$ cat src/rtl/logic_arbiter_if.sv
// Request/operand/result bundle between two requesters and logic_arbiter.
// master = requester side, slave = arbiter side.
interface logic_arbiter_if;
  logic        req0;
  logic [1:0]  op0;
  logic [31:0] a0;
  logic [31:0] b0;
  logic        req1;
  logic [1:0]  op1;
  logic [31:0] a1;
  logic [31:0] b1;
  logic        gnt0;
  logic        gnt1;
  logic [31:0] res;
  logic        done;
  logic        done_id;
  logic        busy;

  modport master (
    output req0, op0, a0, b0, req1, op1, a1, b1,
    input  gnt0, gnt1, res, done, done_id, busy
  );

  modport slave (
    input  req0, op0, a0, b0, req1, op1, a1, b1,
    output gnt0, gnt1, res, done, done_id, busy
  );
endinterface

$ cat src/rtl/logic_arbiter.sv
// Two-requester arbiter feeding a one-shot 32-bit bitwise logic unit (IDLE -> EXEC -> DONE).
// Define LOGIC_ARBITER_RR_EN for round-robin ties; otherwise requester 0 has fixed priority.
module logic_arbiter (
  input  logic           clk,
  input  logic           rst,
  logic_arbiter_if.slave bus
);

  typedef enum logic [1:0] {
    IDLE = 2'b00,
    EXEC = 2'b01,
    DONE = 2'b10
  } state_t;

  state_t      state_r;
  logic [1:0]  op_r;
  logic [31:0] a_r;
  logic [31:0] b_r;
  logic [31:0] res_r;
  logic        gnt0_r;
  logic        gnt1_r;
  logic        done_r;
  logic        done_id_r;
  logic        busy_r;
  logic        last_id_r;

  logic        any_req_s;
  logic        winner_s;
  logic [1:0]  win_op_s;
  logic [31:0] win_a_s;
  logic [31:0] win_b_s;

  function automatic logic [31:0] logic_op(input logic [1:0] op, input logic [31:0] a,
                                           input logic [31:0] b);
    case (op)
      2'b00:   logic_op = a & b;
      2'b01:   logic_op = a | b;
      2'b10:   logic_op = ~(a | b);
      2'b11:   logic_op = a ^ b;
      default: logic_op = 32'h0000_0000;
    endcase
  endfunction

  // Winner selection and operand mux for the IDLE grant edge
  always_comb begin
    any_req_s = bus.req0 | bus.req1;
    winner_s  = 1'b0;
`ifdef LOGIC_ARBITER_RR_EN
    if (bus.req0 && bus.req1) begin
      winner_s = ~last_id_r;
    end else if (bus.req1) begin
      winner_s = 1'b1;
    end else begin
      winner_s = 1'b0;
    end
`else
    if (bus.req0) begin
      winner_s = 1'b0;
    end else if (bus.req1) begin
      winner_s = 1'b1;
    end else begin
      winner_s = 1'b0;
    end
`endif
    win_op_s = bus.op0;
    win_a_s  = bus.a0;
    win_b_s  = bus.b0;
    if (winner_s) begin
      win_op_s = bus.op1;
      win_a_s  = bus.a1;
      win_b_s  = bus.b1;
    end else begin
      win_op_s = bus.op0;
      win_a_s  = bus.a0;
      win_b_s  = bus.b0;
    end
  end

  // Control FSM with registered pulses, result and ownership
  always_ff @(posedge clk or posedge rst) begin
    if (rst) begin
      state_r   <= IDLE;
      op_r      <= 2'b00;
      a_r       <= 32'h0000_0000;
      b_r       <= 32'h0000_0000;
      res_r     <= 32'h0000_0000;
      gnt0_r    <= 1'b0;
      gnt1_r    <= 1'b0;
      done_r    <= 1'b0;
      done_id_r <= 1'b0;
      busy_r    <= 1'b0;
      last_id_r <= 1'b1;
    end else begin
      gnt0_r <= 1'b0;
      gnt1_r <= 1'b0;
      done_r <= 1'b0;
      case (state_r)
        IDLE: begin
          if (any_req_s) begin
            state_r   <= EXEC;
            gnt0_r    <= ~winner_s;
            gnt1_r    <= winner_s;
            last_id_r <= winner_s;
            op_r      <= win_op_s;
            a_r       <= win_a_s;
            b_r       <= win_b_s;
            busy_r    <= 1'b1;
          end else begin
            state_r <= IDLE;
            busy_r  <= 1'b0;
          end
        end
        EXEC: begin
          state_r   <= DONE;
          res_r     <= logic_op(op_r, a_r, b_r);
          done_r    <= 1'b1;
          done_id_r <= last_id_r;
          busy_r    <= 1'b1;
        end
        DONE: begin
          // requests are ignored here; a held request is taken in the following IDLE cycle
          state_r <= IDLE;
          busy_r  <= 1'b0;
        end
        default: begin
          state_r <= IDLE;
          busy_r  <= 1'b0;
        end
      endcase
    end
  end

  assign bus.gnt0    = gnt0_r;
  assign bus.gnt1    = gnt1_r;
  assign bus.res     = res_r;
  assign bus.done    = done_r;
  assign bus.done_id = done_id_r;
  assign bus.busy    = busy_r;

endmodule

$ cat src/flat_wrapper.sv
// flat-port wrapper written by rule: the top's interface ports become plain ports
module logic_arbiter_flat 
  (clk, rst, bus_req0, bus_op0, bus_a0, bus_b0, bus_req1, bus_op1, bus_a1, bus_b1, bus_gnt0, bus_gnt1, bus_res, bus_done, bus_done_id, bus_busy);
  logic_arbiter_if bus_i ();
  input  logic clk;
  input  logic rst;
  input wire logic [$bits(bus_i.req0)-1:0] bus_req0;
  input wire logic [$bits(bus_i.op0)-1:0] bus_op0;
  input wire logic [$bits(bus_i.a0)-1:0] bus_a0;
  input wire logic [$bits(bus_i.b0)-1:0] bus_b0;
  input wire logic [$bits(bus_i.req1)-1:0] bus_req1;
  input wire logic [$bits(bus_i.op1)-1:0] bus_op1;
  input wire logic [$bits(bus_i.a1)-1:0] bus_a1;
  input wire logic [$bits(bus_i.b1)-1:0] bus_b1;
  output wire logic [$bits(bus_i.gnt0)-1:0] bus_gnt0;
  output wire logic [$bits(bus_i.gnt1)-1:0] bus_gnt1;
  output wire logic [$bits(bus_i.res)-1:0] bus_res;
  output wire logic [$bits(bus_i.done)-1:0] bus_done;
  output wire logic [$bits(bus_i.done_id)-1:0] bus_done_id;
  output wire logic [$bits(bus_i.busy)-1:0] bus_busy;
  assign bus_i.req0 = bus_req0;
  assign bus_i.op0 = bus_op0;
  assign bus_i.a0 = bus_a0;
  assign bus_i.b0 = bus_b0;
  assign bus_i.req1 = bus_req1;
  assign bus_i.op1 = bus_op1;
  assign bus_i.a1 = bus_a1;
  assign bus_i.b1 = bus_b1;
  assign bus_gnt0 = bus_i.gnt0;
  assign bus_gnt1 = bus_i.gnt1;
  assign bus_res = bus_i.res;
  assign bus_done = bus_i.done;
  assign bus_done_id = bus_i.done_id;
  assign bus_busy = bus_i.busy;
  logic_arbiter u_core (.clk(clk), .rst(rst), .bus(bus_i));
endmodule
$ cat config.mk
export PLATFORM = sky130hd
export DESIGN_NAME = logic_arbiter_flat
export DESIGN_NICKNAME = d
export VERILOG_FILES = /design/src/rtl/logic_arbiter_if.sv /design/src/rtl/logic_arbiter.sv /design/src/flat_wrapper.sv
export SDC_FILE = /design/constraint.sdc
export NUM_CORES = 1
export LEC_CHECK = 0
export CELL_PAD_IN_SITES_DETAIL_PLACEMENT = 1
export CELL_PAD_IN_SITES_GLOBAL_PLACEMENT = 1
export CORE_ASPECT_RATIO = 0.7
export CORE_MARGIN = 2
export CORE_UTILIZATION = 25
export CTS_CLUSTER_SIZE = 24
export DETAILED_ROUTE_END_ITERATION = 16
export HOLD_SLACK_MARGIN = 0.05
export PLACE_DENSITY_LB_ADDON = 0.3
export SETUP_SLACK_MARGIN = 0.15
export SLEW_MARGIN = 20
export SYNTH_ARGS = -nofsm -noshare
export SYNTH_HDL_FRONTEND = slang
export SYNTH_SLANG_ARGS = --single-unit
export TNS_END_PERCENT = 20
$ cat constraint.sdc
create_clock -name clk -period 6 [get_ports clk]
set_clock_uncertainty 0.1 [all_clocks]
set_input_delay 0.9 -clock clk [delete_from_list [all_inputs] [get_ports clk]]
set_output_delay 0.9 -clock clk [all_outputs]
set_load 0.005 [all_outputs]
Yosys cells after proc, flatten, opt, wreduce, memory -nomap -nowiden --
Cells that the tools add are included.
Cells by class: equal/unequal tests 4, multiplexer cells 15, bitwise gates (word level) 6, reductions and logical operators 3
Operators with widths (count):
- one-hot mux 32 bit (4 select lines) | 1
- two-way mux 32 bit | 2
- bitwise AND 32 bit | 1
- inverter 32 bit | 1
- OR 32 bit | 1
- XOR 32 bit | 1
- two-way mux 1 bit | 9
- equality test 2 x 1 -> 1 bit (second input constant) | 2
- equality test 2 bit (second input constant) | 2
- logical NOT 2 bit | 2
- one-hot mux 2 bit (2 select lines) | 1
- two-way mux 2 bit | 1
- one-hot mux 1 bit (2 select lines) | 1
- AND reduction 2 bit | 1
- inverter 1 bit | 1
- OR 1 bit | 1
Storage, ports and cells: flip-flop bits (word level) 106, input port bits 136, output and inout port bits 37, word-level logic and storage cells 39

Longest topological paths before layout --
depth in word-level cells 5, depth in mapped cells 6, mapped depth without buffers 5

Worst setup path after synthesis --
OpenSTA, ideal clock, no wires.
path kind input to register, from input bus_req1, to register u_core.op_r[0], setup time 125 ps, arrival 1692 ps, required time 5775 ps, slack 4083 ps, cell stages on the path 4, path buffers 1, path through nor2b_2 -> buf_6 -> mux2_1 -> mux2_2
Between the ends: longest elaborated chain between the ends 3, elaborated cells on any way between the ends 5, classes of those cells 3 x mux; 1 x bitwise; 1 x reduce/logical
RTL lines:
- start: declaration | RTL line flat_wrapper.sv:11 | input wire logic [$bits(bus_i.req1)-1:0] bus_req1;
- two-way mux 1 bit | RTL line logic_arbiter.sv:59 | end else if (bus.req1) begin
- two-way mux 1 bit | RTL line logic_arbiter.sv:57 | if (bus.req0) begin
- two-way mux 2 bit | RTL line logic_arbiter.sv:68 | if (winner_s) begin
- end signal: assignment | RTL line logic_arbiter.sv:104 | op_r <= win_op_s;
- end: declaration | RTL line logic_arbiter.sv:16 | logic [1:0] op_r;
Parallel ways exist; a longest one is shown, timed or not. A chain may end at the register's enable or synchronous reset.

Worst setup path after layout --
from input bus_req0, to register u_core.b_r[11]
Between the ends: longest elaborated chain between the ends 2, elaborated cells on any way between the ends 4, classes of those cells 2 x mux; 1 x bitwise; 1 x reduce/logical
RTL lines:
- start: declaration | RTL line flat_wrapper.sv:7 | input wire logic [$bits(bus_i.req0)-1:0] bus_req0;
- two-way mux 1 bit / OR 1 bit (equally long branches) | RTL line logic_arbiter.sv:57, logic_arbiter.sv:46
- two-way mux 32 bit / AND reduction 2 bit (equally long branches)
- end signal: assignment | RTL line logic_arbiter.sv:106 | b_r <= win_b_s;
- end: declaration | RTL line logic_arbiter.sv:18 | logic [31:0] b_r;
Parallel ways exist; a longest one is shown, timed or not.

==> flow_summary.json <==
{
  "p_leak_nw": 3.709,
  "clkPwrFrac": 0.146,
  "min_path_type": "reg -> reg",
  "io-pin-count": 173,
  "post_cts_buffers": 0,
  "antenna_found_initial": 0,
  "p_sw_mw": 1.524,
  "synth-simple-area-share": 0.07718,
  "clock_tree.buffer_depth": 2,
  "drive_gt1_frac": 0.04762,
  "synth-edff-count": 0,
  "setup_violations": 0,
  "drt-total-wl_um": 17030,
  "fin_setup_tns_ns": 0,
  "crit_buf_inv": 2,
  "postCtsHoldBufs": 0,
  "endpoint_kind": "register",
  "cts_inserted_buffers": 9,
  "sw_frac_of_total": 0.3972,
  "critPathMaxStageDelay_ns": 0.63,
  "htree_levels": 3,
  "grt-ovfl-total": 0,
  "ys_types": 30,
  "track_usage": 0.1325,
  "p_seq_frac": 0.344,
  "cts-root-buf": "clkbuf_16",
  "drt-initial-drc-count": 148,
  "cp_max_fo": 36,
  "setup_slack_ns": 3.204,
  "synth_top_area_share": 0.4116,
  "dr_total_vias": 4619,
  "clock-sinks": 105,
  "path_class": "in -> reg",
  "synth_top_family_by_area": "multiplexers",
  "cp.arrival_ns": 2.96,
  "drv_slew": 0,
  "core_um2": 24740,
  "powerDensity_nw_per_um2": 451.7,
  "synth_area_leaders": "dfrtp_1, mux2i_1, ha_1",
  "synthAdderAreaFrac": 0.1267,
  "grt_pass1_wl_um": 27480,
  "worstPathRequired_ns": 6.17,
  "worstMarginPinSlew_ns": 1.046,
  "cts_tree": "built",
  "max_slew_margin": 0.3008,
  "drtPass1Iterations": 4,
  "ant_nets": 0,
  "portBuffers": 172,
  "clkTransAtPathRegs_ns": 0.08,
  "start_kind": "primary input",
  "die_x_um": 194.1,
  "yosys_warnings": 0,
  "yosysMostFrequentCell": "mux2i_1",
  "power.internal_mw": 2.313,
  "viasPerCell": 4.358,
  "avgSynthCellArea_um2": 10.96,
  "synth.largest_area_cell": "dfrtp_1",
  "post_cts_resize_count": 0,
  "async_flop_share": 1.000,
  "synth-xor-area-share": 0,
  "pre_cts_ws_ns": 2.772,
  "synthCells": 577,
  "synth_compound_area_frac": 0.07461,
  "drc_errors": 0,
  "wl_per_cell_um": 16.07,
  "ys_ff_latch": 105,
  "hold_viol": 0,
  "grt_max_degree": 67,
  "die_area_um2": 26600,
  "fin_crit_ns": 2.796,
  "ys_seq_area_frac": 0.4158,
  "synthMuxAreaShare": 0.2187,
  "synth_fp_nets": 777,
  "finalPower_mw": 3.837,
  "fmax_mhz": 357.7,
  "fin_crit_sh": 0.4660,
  "ys.flop_type": "dfrtp_1",
  "gp_congestion": 0.6798,
  "rsz0062_at_grt": "no",
  "cap_violations": 0,
  "crit_chain": "clkdlybuf4s50_1 -> o21a_4 -> buf_4 -> mux2i_1",
  "area_growth_pct": 34.36,
  "grt_pass1_vias": 4930,
  "start_util": 0.2555,
  "vdd_ir_drop_max_mv": 0.1605,
  "synth_area_um2": 6322,
  "p_comb_frac": 0.510,
  "status": "complete, no violations",
  "die_h_um": 137.1,
  "insertion_delay_ns": 0.35,
  "cp_top_family": "buffers and inverters",
  "diodes": 0,
  "final_nets": 930,
  "rows": 48,
  "dp_hpwl_um": 11860,
  "critPathSlowestCell": "buf_4",
  "synthTopCellsByCount": "mux2i_1, dfrtp_1, inv_1, ha_1"
}
[cell families after synthesis]
family,after synthesis
compound gates,65
mux,137
simple gates,104
buf+inv,102
fa+ha+maj,64
flops,105
[worst reg2reg max path, cell delays in order, from the launching register on]
cell,delay (ns)
dfrtp_1,0.73
buf_4,0.39
nand2_2,0.53
o221ai_1,0.46
a31oi_1,0.12
[registers in the layout, indices dropped and copies added, names as in the netlist]
| name | flops |
|---|---|
| u_core.op_r | 2 |
| u_core.bus.gnt0 | 1 |
| u_core.a_r | 32 |
| u_core.last_id_r | 1 |
| u_core.bus.busy | 1 |
| u_core.bus.done_id | 1 |
| u_core.bus.gnt1 | 1 |
| u_core.state_r | 1 |
| u_core.b_r | 32 |
| u_core.bus.res | 32 |
| u_core.bus.done | 1 |
[cell usage in the layout, fill, tap and decap left out, drive strengths merged]
master | netlist | layout
buf | 34 | 7
nand2 | 33 | 33
nand3b | 1 | 1
ha | 64 | 64
o21a | 1 | 1
clkinvlp | 0 | 4
clkdlybuf4s50 | 0 | 172
a31oi | 31 | 31
or2 | 1 | 1
dfrtp | 104 | 104
dfstp | 1 | 1
nand2b | 29 | 29
a21oi | 1 | 1
and2 | 2 | 2
a41oi | 1 | 1
nand3 | 1 | 1
o221ai | 27 | 27
nor2 | 35 | 35
clkbuf | 3 | 12
mux2 | 9 | 9
o21ai | 4 | 4
inv | 65 | 65
mux2i | 128 | 128
nor2b | 2 | 2
[power by group through the flow]
stage	logic (mW)	clock network (mW)	registers, mW
3_5_place_dp	2.00	0	1.34
4_1_cts	2.02	0.587	1.33
2_1_floorplan	1.34	0	1.26
3_3_place_gp	1.96	0	1.33
5_1_grt	2.24	0.615	1.38
6_report	1.96	0.559	1.32
[cell type report]
cell class / instances / area [µm²]
clock buffer: 12 / 236.5
clock inverter: 4 / 30.03
fill: 2796 / 16250
inverter: 65 / 246.5
multi-input combinational: 370 / 3171
sequential: 105 / 2630
tap: 325 / 406.6
timing repair buffer: 179 / 1774
[worst paths after layout]
check / start / endpoint / slack [ns] / depth (start not counted)
min in group asynchronous: rst / u_core.bus.res[18] / 0.99 / 2
min reg2reg: u_core.bus.done_id / u_core.bus.done_id / 0.38 / 1
max: bus_req0 / u_core.b_r[11] / 3.20 / 4
max reg2reg: u_core.op_r[1] / u_core.bus.res[11] / 3.52 / 4
min: u_core.bus.done_id / u_core.bus.done_id / 0.38 / 1
max in group asynchronous: rst / u_core.op_r[0] / 3.73 / 3
[stage by stage]
step,util,instance area [µm²],cells,hold slack [ns]
after floorplan,-,6322,577,0.3828
after global placement,0.3325,8228,1044,0.3709
after detailed placement,0.3325,8228,1044,0.3802
after CTS,0.3433,8494,1060,0.3912
after global routing,0.3433,8494,1060,0.4124
final,0.3433,8494,1060,0.3822
[metal layers]
metal	wire length (µm)	vias to the layer above	global-route usage
li1	-	2272	-
met1	8228	2225	0.1728
met2	7564	111	0.2187
met3	1128	11	0.04362
met4	112	0	0.02020
met5	0	-	0
Power figures use the tool's default switching activity.
